### src/rtl/debounce_pkg.sv
// Shared constants and elaboration helpers for the push-button debouncer.
package debounce_pkg;

   localparam int unsigned DEB_SYNC_STAGES_DEF   = 2;
   localparam int unsigned DEB_STABLE_CYCLES_DEF = 1000000;
   localparam int unsigned DEB_REPEAT_DELAY_DEF  = 50000000;
   localparam int unsigned DEB_REPEAT_PERIOD_DEF = 10000000;

   // Ceiling log2; clog2(N+1) is the width needed to hold the value N.
   function automatic int unsigned clog2(input int unsigned value);
      int unsigned v;
      int unsigned r;
      v = value - 1;
      r = 0;
      while (v > 0) begin
         r = r + 1;
         v = v >> 1;
      end
      return r;
   endfunction

   // Larger of two unsigned values.
   function automatic int unsigned umax(input int unsigned a, input int unsigned b);
      return (a > b) ? a : b;
   endfunction

endpackage

### src/rtl/debounce_ch.sv
// Single button channel: synchronizer, stability counter, edge pulses.
// Auto-repeat of rise pulses is built only when BTN_DEBOUNCE_AUTOREPEAT_EN is defined.
module debounce_ch
   import debounce_pkg::*;
#(
   parameter int unsigned SYNC_STAGES   = DEB_SYNC_STAGES_DEF,
   parameter int unsigned STABLE_CYCLES = DEB_STABLE_CYCLES_DEF
`ifdef BTN_DEBOUNCE_AUTOREPEAT_EN
  ,parameter int unsigned REPEAT_DELAY  = DEB_REPEAT_DELAY_DEF,
   parameter int unsigned REPEAT_PERIOD = DEB_REPEAT_PERIOD_DEF
`endif
) (
   input  logic clk,
   input  logic rst,
   input  logic btn_i,
   output logic level_o,
   output logic rise_o,
   output logic fall_o,
   output logic rise_c
);

   localparam int unsigned CNT_W = clog2(STABLE_CYCLES + 1);

   logic [SYNC_STAGES-1:0] sync_q, sync_d;
   logic [CNT_W-1:0]       cnt_q, cnt_d;
   logic                   level_q, level_d;
   logic                   rise_q, rise_d;
   logic                   fall_q, fall_d;

`ifdef BTN_DEBOUNCE_AUTOREPEAT_EN
   localparam int unsigned RPT_W = clog2(umax(REPEAT_DELAY, REPEAT_PERIOD) + 1);

   logic [RPT_W-1:0] rpt_q, rpt_d;
   logic             rpt_phase_q, rpt_phase_d;
`endif

   // Next-state: shift synchronizer, count disagreement, flip level at terminal count.
   always_comb begin
      sync_d  = {sync_q[SYNC_STAGES-2:0], btn_i};
      cnt_d   = cnt_q;
      level_d = level_q;
      rise_d  = 1'b0;
      fall_d  = 1'b0;

      if (sync_q[SYNC_STAGES-1] == level_q) begin
         cnt_d = '0;
      end else if (cnt_q == CNT_W'(STABLE_CYCLES - 1)) begin
         level_d = ~level_q;
         cnt_d   = '0;
         rise_d  = ~level_q;
         fall_d  = level_q;
      end else begin
         cnt_d = cnt_q + CNT_W'(1);
      end

`ifdef BTN_DEBOUNCE_AUTOREPEAT_EN
      // Repeat timer: first interval is REPEAT_DELAY, then REPEAT_PERIOD while held.
      rpt_d       = rpt_q;
      rpt_phase_d = rpt_phase_q;
      if (rise_d || fall_d || !level_q) begin
         rpt_d       = '0;
         rpt_phase_d = 1'b0;
      end else if (!rpt_phase_q) begin
         if (rpt_q == RPT_W'(REPEAT_DELAY - 1)) begin
            rise_d      = 1'b1;
            rpt_d       = '0;
            rpt_phase_d = 1'b1;
         end else begin
            rpt_d = rpt_q + RPT_W'(1);
         end
      end else begin
         if (rpt_q == RPT_W'(REPEAT_PERIOD - 1)) begin
            rise_d = 1'b1;
            rpt_d  = '0;
         end else begin
            rpt_d = rpt_q + RPT_W'(1);
         end
      end
`endif
   end

   // State registers with synchronous reset that overrides any count in progress.
   always_ff @(posedge clk) begin
      if (rst) begin
         sync_q  <= '0;
         cnt_q   <= '0;
         level_q <= 1'b0;
         rise_q  <= 1'b0;
         fall_q  <= 1'b0;
`ifdef BTN_DEBOUNCE_AUTOREPEAT_EN
         rpt_q       <= '0;
         rpt_phase_q <= 1'b0;
`endif
      end else begin
         sync_q  <= sync_d;
         cnt_q   <= cnt_d;
         level_q <= level_d;
         rise_q  <= rise_d;
         fall_q  <= fall_d;
`ifdef BTN_DEBOUNCE_AUTOREPEAT_EN
         rpt_q       <= rpt_d;
         rpt_phase_q <= rpt_phase_d;
`endif
      end
   end

   assign level_o = level_q;
   assign rise_o  = rise_q;
   assign fall_o  = fall_q;
   assign rise_c  = rise_d;

endmodule

### src/rtl/btn_debounce_multi.sv
// Multi-channel push-button conditioner: NUM_CH independent debounce slices
// plus a registered OR of all rise pulses.
// Optional auto-repeat of rise pulses: define BTN_DEBOUNCE_AUTOREPEAT_EN.
module btn_debounce_multi
   import debounce_pkg::*;
#(
   parameter int unsigned NUM_CH        = 4,
   parameter int unsigned SYNC_STAGES   = DEB_SYNC_STAGES_DEF,
   parameter int unsigned STABLE_CYCLES = DEB_STABLE_CYCLES_DEF,
   parameter int unsigned REPEAT_DELAY  = DEB_REPEAT_DELAY_DEF,
   parameter int unsigned REPEAT_PERIOD = DEB_REPEAT_PERIOD_DEF
) (
   input  logic              clk,
   input  logic              rst,
   input  logic [NUM_CH-1:0] btn,
   output logic [NUM_CH-1:0] level,
   output logic [NUM_CH-1:0] rise_pulse,
   output logic [NUM_CH-1:0] fall_pulse,
   output logic              any_rise
);

   // Reject parameter values the slices cannot implement.
   if (NUM_CH < 1 || SYNC_STAGES < 2 || STABLE_CYCLES < 1 ||
       REPEAT_DELAY < 1 || REPEAT_PERIOD < 1) begin : g_param_err
      $error("btn_debounce_multi: illegal parameter value");
   end

   logic [NUM_CH-1:0] rise_nxt;
   logic              any_rise_q, any_rise_d;

   // One independent slice per button.
   for (genvar i = 0; i < NUM_CH; i++) begin : g_ch
      debounce_ch #(
         .SYNC_STAGES   (SYNC_STAGES),
         .STABLE_CYCLES (STABLE_CYCLES)
`ifdef BTN_DEBOUNCE_AUTOREPEAT_EN
        ,.REPEAT_DELAY  (REPEAT_DELAY),
         .REPEAT_PERIOD (REPEAT_PERIOD)
`endif
      ) u_ch (
         .clk     (clk),
         .rst     (rst),
         .btn_i   (btn[i]),
         .level_o (level[i]),
         .rise_o  (rise_pulse[i]),
         .fall_o  (fall_pulse[i]),
         .rise_c  (rise_nxt[i])
      );
   end

   // OR of next-cycle rise pulses so any_rise lines up with rise_pulse.
   always_comb begin
      any_rise_d = |rise_nxt;
   end

   // any_rise register.
   always_ff @(posedge clk) begin
      if (rst) begin
         any_rise_q <= 1'b0;
      end else begin
         any_rise_q <= any_rise_d;
      end
   end

   assign any_rise = any_rise_q;

endmodule

### config.mk
export PLATFORM = sky130hd
export DESIGN_NAME = btn_debounce_multi
export DESIGN_NICKNAME = d
export VERILOG_FILES = /design/src/rtl/debounce_pkg.sv /design/src/rtl/debounce_ch.sv /design/src/rtl/btn_debounce_multi.sv
export SDC_FILE = /design/constraint.sdc
export NUM_CORES = 1
export LEC_CHECK = 0
export BUFFER_PORTS_ARGS = -buffer_cell sky130_fd_sc_hd__clkbuf_2
export CORE_UTILIZATION = 50
export CTS_CLUSTER_SIZE = 14
export DETAILED_ROUTE_END_ITERATION = 10
export PLACE_DENSITY = 0.69
export SLEW_MARGIN = 20
export SYNTH_ARGS = -nofsm -noshare
export SYNTH_HDL_FRONTEND = slang
export SYNTH_SLANG_ARGS = --single-unit
export TNS_END_PERCENT = 30
### constraint.sdc
create_clock -name clk -period 1.8 [get_ports clk]
set_input_delay 0 -clock clk [delete_from_list [all_inputs] [get_ports clk]]
set_output_delay 0 -clock clk [all_outputs]
set_load 0.02 [all_outputs]
==> impl_metrics.ini, run 1 <==
[timing]
fmax_mhz = 525
min_period_over_period_pct = 106
hold_viol = 0
drv_slew = 0
tightest_slew_ns = 0.442
min_period_ns = 1.90
slew_headroom_pct = 70.1
setup_viol_count_final = 19
skew_ns = 0.0122
rsz0062_at_grt = true
timing.final.ws_setup_ns = -0.103

[synth]
synth.top_cell.area_share_pct = 45.5
postSynthAreaPerCell_um2 = 8.85
synth_largest_area_cell = dfxtp_1
yosys-top-cells-area = dfxtp_1, xnor2_1, nor2_1
synth.net_count = 512
synth_xor_area_share_pct = 9.26
synth_edf_count = 0
ys_ff_latch = 101
synth_seq_area_share_pct = 45.5
yosys.area_share.simple_pct = 31.0
yosysUniqueCellTypes = 41
synth_compound_area_share_pct = 8.62
muxShareOfSynthArea_pct = 0
synthCells = 502
yosys_warnings = 0
ys.flop_type = dfxtp_1
synth_adder_area_share_pct = 1.13
syn_area_mm2 = 0.00444
synth_top_family_by_area = simple AND/OR/NAND/NOR gates
async_flop_share_pct = 0

[cts]
clock_latency_ns = 0.36
root_buffer = clkbuf_8
clkSlewWorstSetupHoldPaths_ns = 0.10
cts_buffers = 9
clockBufferDepth = 2
cts_tree = built
htree_levels = 3
clkSinkCount = 101

[layout]
area_growth_pct = 22.1
final_layout_size_suffix_gt1_share_pct = 23.6
diodes = 0
finish.utilization_pct = 62.5
fin_nets = 590

[drt]
wirelength_mm = 9.25
drt-wirelength-per-cell_um = 13.4
via_per_inst = 5.46
first_iter_violations = 69
ant_nets = 0
drc = 0
routed-via-count = 3779
dr.pass1.iters = 4

[setup_path]
r2r_slack_ns = -0.10
startpoint = g_ch[3].u_ch.cnt_q[11]$_SDFF_PP0_
worstSetupPathType = reg -> reg
critPathRequiredTime_ns = 2.05
r2r-start = g_ch[3].u_ch.cnt_q[11]$_SDFF_PP0_
crit_path_start_kind = flip-flop
worstReg2RegEnd = g_ch[3].u_ch.cnt_q[3]$_SDFF_PP0_
crit_arrival_ns = 2.15
rr_worst_depth = 5
cp-end-kind = flip-flop
critPathMaxFanout = 15

[hold_path]
holdPathStages = 2
hold_start = rst
hp-class = in -> reg
hold_end = g_ch[1].u_ch.level_o$_SDFFE_PP0P_

[global_routing]
antenna_found_initial = 0
grt_overflow = 0
grt_pass1_vias = 3493
groute.usage.overall_pct = 21.1
grt_max_degree = 25
grt_pass1_wl_mm = 15.4

[floorplanning]
dieArea_mm2 = 0.00927
dieWidth_um = 96.3
boundaryPins = 19
core_area_mm2 = 0.00868
chipHeight_um = 96.3
start_util_pct = 51.2
rows = 34

[pwr]
power_density_mw_per_mm2 = 698
p_leak_uw = 0.00185
peakVddDrop_mv = 0.375
power.total_uw = 3790

[placed_design]
dp_hpwl_mm = 6.67
gp_congestion = 0.830
port_buffers = 18

[outcome]
status = finished, violations left
violations = negative setup slack

[flow_run]
maxCapViolCount = 0
==> cell usage after synthesis, types with 3 or more instances <==
| cell | instances |
|---|---|
| a21oi_1 | 33 |
| and2_1 | 6 |
| and3_1 | 10 |
| and4_1 | 7 |
| buf_2 | 3 |
| buf_4 | 12 |
| clkbuf_1 | 7 |
| dfxtp_1 | 101 |
| ha_1 | 4 |
| inv_1 | 14 |
| nand2_1 | 28 |
| nand2b_1 | 8 |
| nand3_1 | 32 |
| nand4_1 | 17 |
| nor2_1 | 57 |
| nor2b_1 | 8 |
| nor3_1 | 9 |
| nor4_1 | 10 |
| nor4b_1 | 8 |
| o21ai_0 | 17 |
| o31ai_1 | 9 |
| o41ai_1 | 3 |
| or3_1 | 17 |
| or4_1 | 14 |
| xnor2_1 | 28 |
| xor2_1 | 19 |
==> critical path, cell delays in order, from the launching register on <==
cell and delay, ns:
dfxtp_1 0.32, or4b_4 0.54, or4_4 0.51, o21ai_4 0.20, buf_12 0.17, nor2_1 0.05
==> worst max-delay path by stage <==
stage,endpoint,slack [ns]
finish,g_ch[3].u_ch.cnt_q[3]$_SDFF_PP0_,-0.10
global route,g_ch[3].u_ch.cnt_q[16]$_SDFF_PP0_,-0.15
CTS,g_ch[3].u_ch.cnt_q[3]$_SDFF_PP0_,-0.08
detailed placement,any_rise$_SDFF_PP0_,-0.07
global placement,g_ch[3].u_ch.cnt_q[15]$_SDFF_PP0_,-0.02
floorplan,g_ch[3].u_ch.cnt_q[8]$_SDFF_PP0_,-0.1
==> cell families after synthesis <==
kind of cell,after synthesis
flip-flops,101
AO/OA/AOI/OAI,66
adder cells (fa/ha/maj),4
AND/OR/NAND/NOR,246
buffers and inverters,38
XOR/XNOR,47
==> state kept, by name, indices dropped and copies added, names as in the netlist <==
name               count
any_rise               1
g_ch.u_ch.level_o      4
g_ch.u_ch.rise_o       4
g_ch.u_ch.sync_q       8
g_ch.u_ch.fall_o       4
g_ch.u_ch.cnt_q       80
==> through the flow <==
stage                     setup slack, ns  setup TNS, ns  hold slack [ns]  instances  cell area (um2)
after floorplan                   -0.0962          -1.10            0.128        502             4460
after global placement            -0.0218         -0.309            0.213        673             5080
after detailed placement          -0.0678          -1.04            0.216        673             5080
after CTS                         -0.0796          -1.24            0.113        692             5340
after global routing               -0.151          -2.75            0.150        692             5430
final                              -0.103          -1.56            0.136        692             5430
==> power breakdown <==
part / switching [uW] / internal [uW] / total (uW)
sequential: 6.23 / 2240 / 2250
combinational: 31.9 / 28.1 / 60.0
clock: 755 / 722 / 1480
==> repair_timing <==
item                       CTS  global route
buffers inserted             0             0
hold buffers                 4             0
hold endpoints to repair     4             0
resized for setup            4            23
pin swaps                    1             6
setup endpoints to repair   34            61
==> cell usage in the layout, fill, tap and decap left out, types with 7 or more instances in the layout <==
master / synthesis / final
buf_4: 12 / 64
o31ai_1: 9 / 9
nor2_1: 57 / 56
or3_1: 17 / 13
clkbuf_8: 0 / 11
clkbuf_2: 0 / 18
and3_1: 10 / 10
nand2b_1: 8 / 8
o21ai_0: 17 / 17
nor4_1: 10 / 9
nand4_1: 17 / 17
inv_1: 14 / 14
dfxtp_1: 101 / 92
nor2b_1: 8 / 8
or4_1: 14 / 13
xnor2_1: 28 / 28
nor3_1: 9 / 9
a21oi_1: 33 / 32
nand2_1: 28 / 28
nand3_1: 32 / 32
and4_1: 7 / 7
dfxtp_2: 0 / 9
xor2_1: 19 / 19
==> cell type report <==
type	count	area (um2)
clock buffers	11	151
clock inverters	4	56.3
fillers	749	3250
inverters	14	52.6
multi-input cells	363	2310
flip-flops and latches	101	2030
well taps	108	135
repair buffers	91	684
==> layer usage <==
| metal | track usage, % | vias up | wire length (um) |
|---|---|---|---|
| met3 | 4.98 | 6 | 256 |
| met5 | 0 | - | 0 |
| li1 | - | 1935 | - |
| met4 | 4.48 | 0 | 63 |
| met2 | 37.5 | 44 | 4710 |
| met1 | 25.9 | 1794 | 4220 |
Note: power is estimated with default switching activity, not from simulation.
==> run 2: changes to the inputs <==
- RECOVER_POWER: not set -> 25
==> impl_metrics.ini, run 2 (same netlist as run 1, synthesis figures left out) <==
[outcome]
status = finished, violations left
violations = negative setup slack

[placed_design]
port_buffers = 18
place_area_mm2 = 0.00508
dp_hpwl_mm = 6.67
gp_congestion = 0.830

[global_routing]
grt_overflow = 0
antenna_found_initial = 0
grt_max_degree = 25
groute.usage.overall_pct = 21.1
grt_pass1_vias = 3493
grt_pass1_wl_mm = 15.4

[floorplanning]
rows = 34
start_util_pct = 51.2
dieArea_mm2 = 0.00927
core_area_mm2 = 0.00868
chipHeight_um = 96.3
dieWidth_um = 96.3
boundaryPins = 19

[pwr]
seqPwrFrac_pct = 59.4
internal_power_uw = 2990
power_density_mw_per_mm2 = 701
p_comb_share_pct = 1.6
swShare_pct = 21.0
power.switching_uw = 798
power.total_uw = 3790
clock_power_share_pct = 39.1
peakVddDrop_mv = 0.376
p_leak_uw = 0.00180

[layout]
reg_top3 = g_ch.u_ch.cnt_q x80, g_ch.u_ch.sync_q x8
multi_input_comb_area_mm2 = 0.00231
final_layout_size_suffix_gt1_share_pct = 21.1
register_area_mm2 = 0.00203
diodes = 0
fin_nets = 590
final_common_cell = dfxtp_1
largest_reg_flops = 80
area_growth_pct = 21.7
postLayoutCellArea_mm2 = 0.00541
top_register = g_ch.u_ch.cnt_q
layout_common_cells = dfxtp_1, buf_4, nor2_1
fillers = 758
finish.utilization_pct = 62.3

[cts]
htree_levels = 3
clkSinkCount = 101
clock_latency_ns = 0.36
cts_tree = built
root_buffer = clkbuf_8
cts_buffers = 9
clockBufferDepth = 2
clkSlewWorstSetupHoldPaths_ns = 0.10

[setup_path]
r2r-start = g_ch[3].u_ch.cnt_q[11]$_SDFF_PP0_
cp-end-kind = flip-flop
crit_arrival_ns = 2.15
rr_worst_depth = 5
worstSetupPathType = reg -> reg
worst-path-buf-inv = 1
critPathMaxStageDelay_ns = 0.54
r2r_slack_ns = -0.10
critPathRequiredTime_ns = 2.05
critPathMaxFanout = 15
worstReg2RegEnd = g_ch[3].u_ch.cnt_q[3]$_SDFF_PP0_
crit_chain = or4b_4 -> or4_4 -> o21ai_4 -> buf_12 -> nor2_1
path_delay_family = simple AND/OR/NAND/NOR gates
crit_path_start_kind = flip-flop
slowest_stage = or4b_4

[timing]
setup_viol_count_final = 19
fmax_mhz = 526
timing.final.ws_setup_ns = -0.102
min_period_ns = 1.90
tightest_slew_ns = 0.469
hold_viol = 0
whs_ns = 0.128
skew_ns = 0.0108
finalSetupTns_ns = -1.56
rsz0062_at_grt = true
min_period_over_period_pct = 106
slew_headroom_pct = 68.3
drv_slew = 0

[drt]
ant_nets = 0
drt-wirelength-per-cell_um = 13.4
via_per_inst = 5.47
first_iter_violations = 82
wirelength_mm = 9.27
routed-via-count = 3784
drc = 0
dr.pass1.iters = 4

[hold_path]
hold_end = g_ch[1].u_ch.level_o$_SDFFE_PP0P_
holdPathStages = 2
hp-class = in -> reg
hold_start = rst

[flow_run]
maxCapViolCount = 0
## run 2: per-stage QoR
| stage | instances | setup slack, ns |
|---|---|---|
| 6_report | 692 | -0.102 |
| 5_1_grt | 692 | -0.151 |
| 4_1_cts | 692 | -0.0796 |
| 3_5_place_dp | 673 | -0.0678 |
| 3_3_place_gp | 673 | -0.0218 |
| 2_1_floorplan | 502 | -0.0962 |
## run 2: worst register-to-register path: cells and delay by family (launching register included)
kind,cells,cell delay (ns)
compound gates,1,0.20
flops,1,0.32
buf+inv,1,0.17
simple gates,3,1.11
## run 2: worst max path at each step
stage,startpoint,slack (ns),endpoint,cells after the start
after floorplan,g_ch[3].u_ch.cnt_q[12]$_SDFF_PP0_,-0.1,g_ch[3].u_ch.cnt_q[8]$_SDFF_PP0_,5
after global placement,g_ch[3].u_ch.cnt_q[11]$_SDFF_PP0_,-0.02,g_ch[3].u_ch.cnt_q[15]$_SDFF_PP0_,5
after detailed placement,g_ch[2].u_ch.cnt_q[0]$_SDFF_PP0_,-0.07,any_rise$_SDFF_PP0_,5
after CTS,g_ch[3].u_ch.cnt_q[11]$_SDFF_PP0_,-0.08,g_ch[3].u_ch.cnt_q[3]$_SDFF_PP0_,5
after global routing,g_ch[3].u_ch.cnt_q[15]$_SDFF_PP0_,-0.15,g_ch[3].u_ch.cnt_q[16]$_SDFF_PP0_,5
final,g_ch[3].u_ch.cnt_q[11]$_SDFF_PP0_,-0.10,g_ch[3].u_ch.cnt_q[3]$_SDFF_PP0_,5
## run 2: final cells by class
| type | instances | area share [%] |
|---|---|---|
| multi-input cells | 363 | 42.8 |
| flip-flops and latches | 101 | 37.6 |
| repair buffers | 91 | 12.3 |
| clock buffers | 11 | 2.80 |
| well taps | 108 | 2.50 |
| clock inverters | 4 | 1.04 |
| inverters | 14 | 0.972 |
## run 2: layer usage
| layer | GRT usage, % | share of wire (%) | vias up |
|---|---|---|---|
| li1 | - | - | 1936 |
| met2 | 37.5 | 51 | 51 |
| met3 | 4.98 | 3.0 | 8 |
| met1 | 25.9 | 46 | 1789 |
| met5 | 0 | 0 | - |
| met4 | 4.48 | 0.76 | 0 |
## run 2: power groups by stage
stage / Clock, uW / Sequential (uW) / Combinational (uW)
floorplan: 0 / 2300 / 31.0
global placement: 0 / 2300 / 51.5
detailed placement: 0 / 2300 / 52.4
CTS: 1530 / 2250 / 59.7
global route: 1620 / 2250 / 66.1
finish: 1480 / 2250 / 59.5
## run 2: timing repair
item,in CTS,in global routing
resized for setup,4,23
buffers inserted,0,0
cloned,0,0
endpoints found under the hold margin,4,0
hold buffers,4,0
pin swaps,1,6
endpoints found under the setup margin,34,61
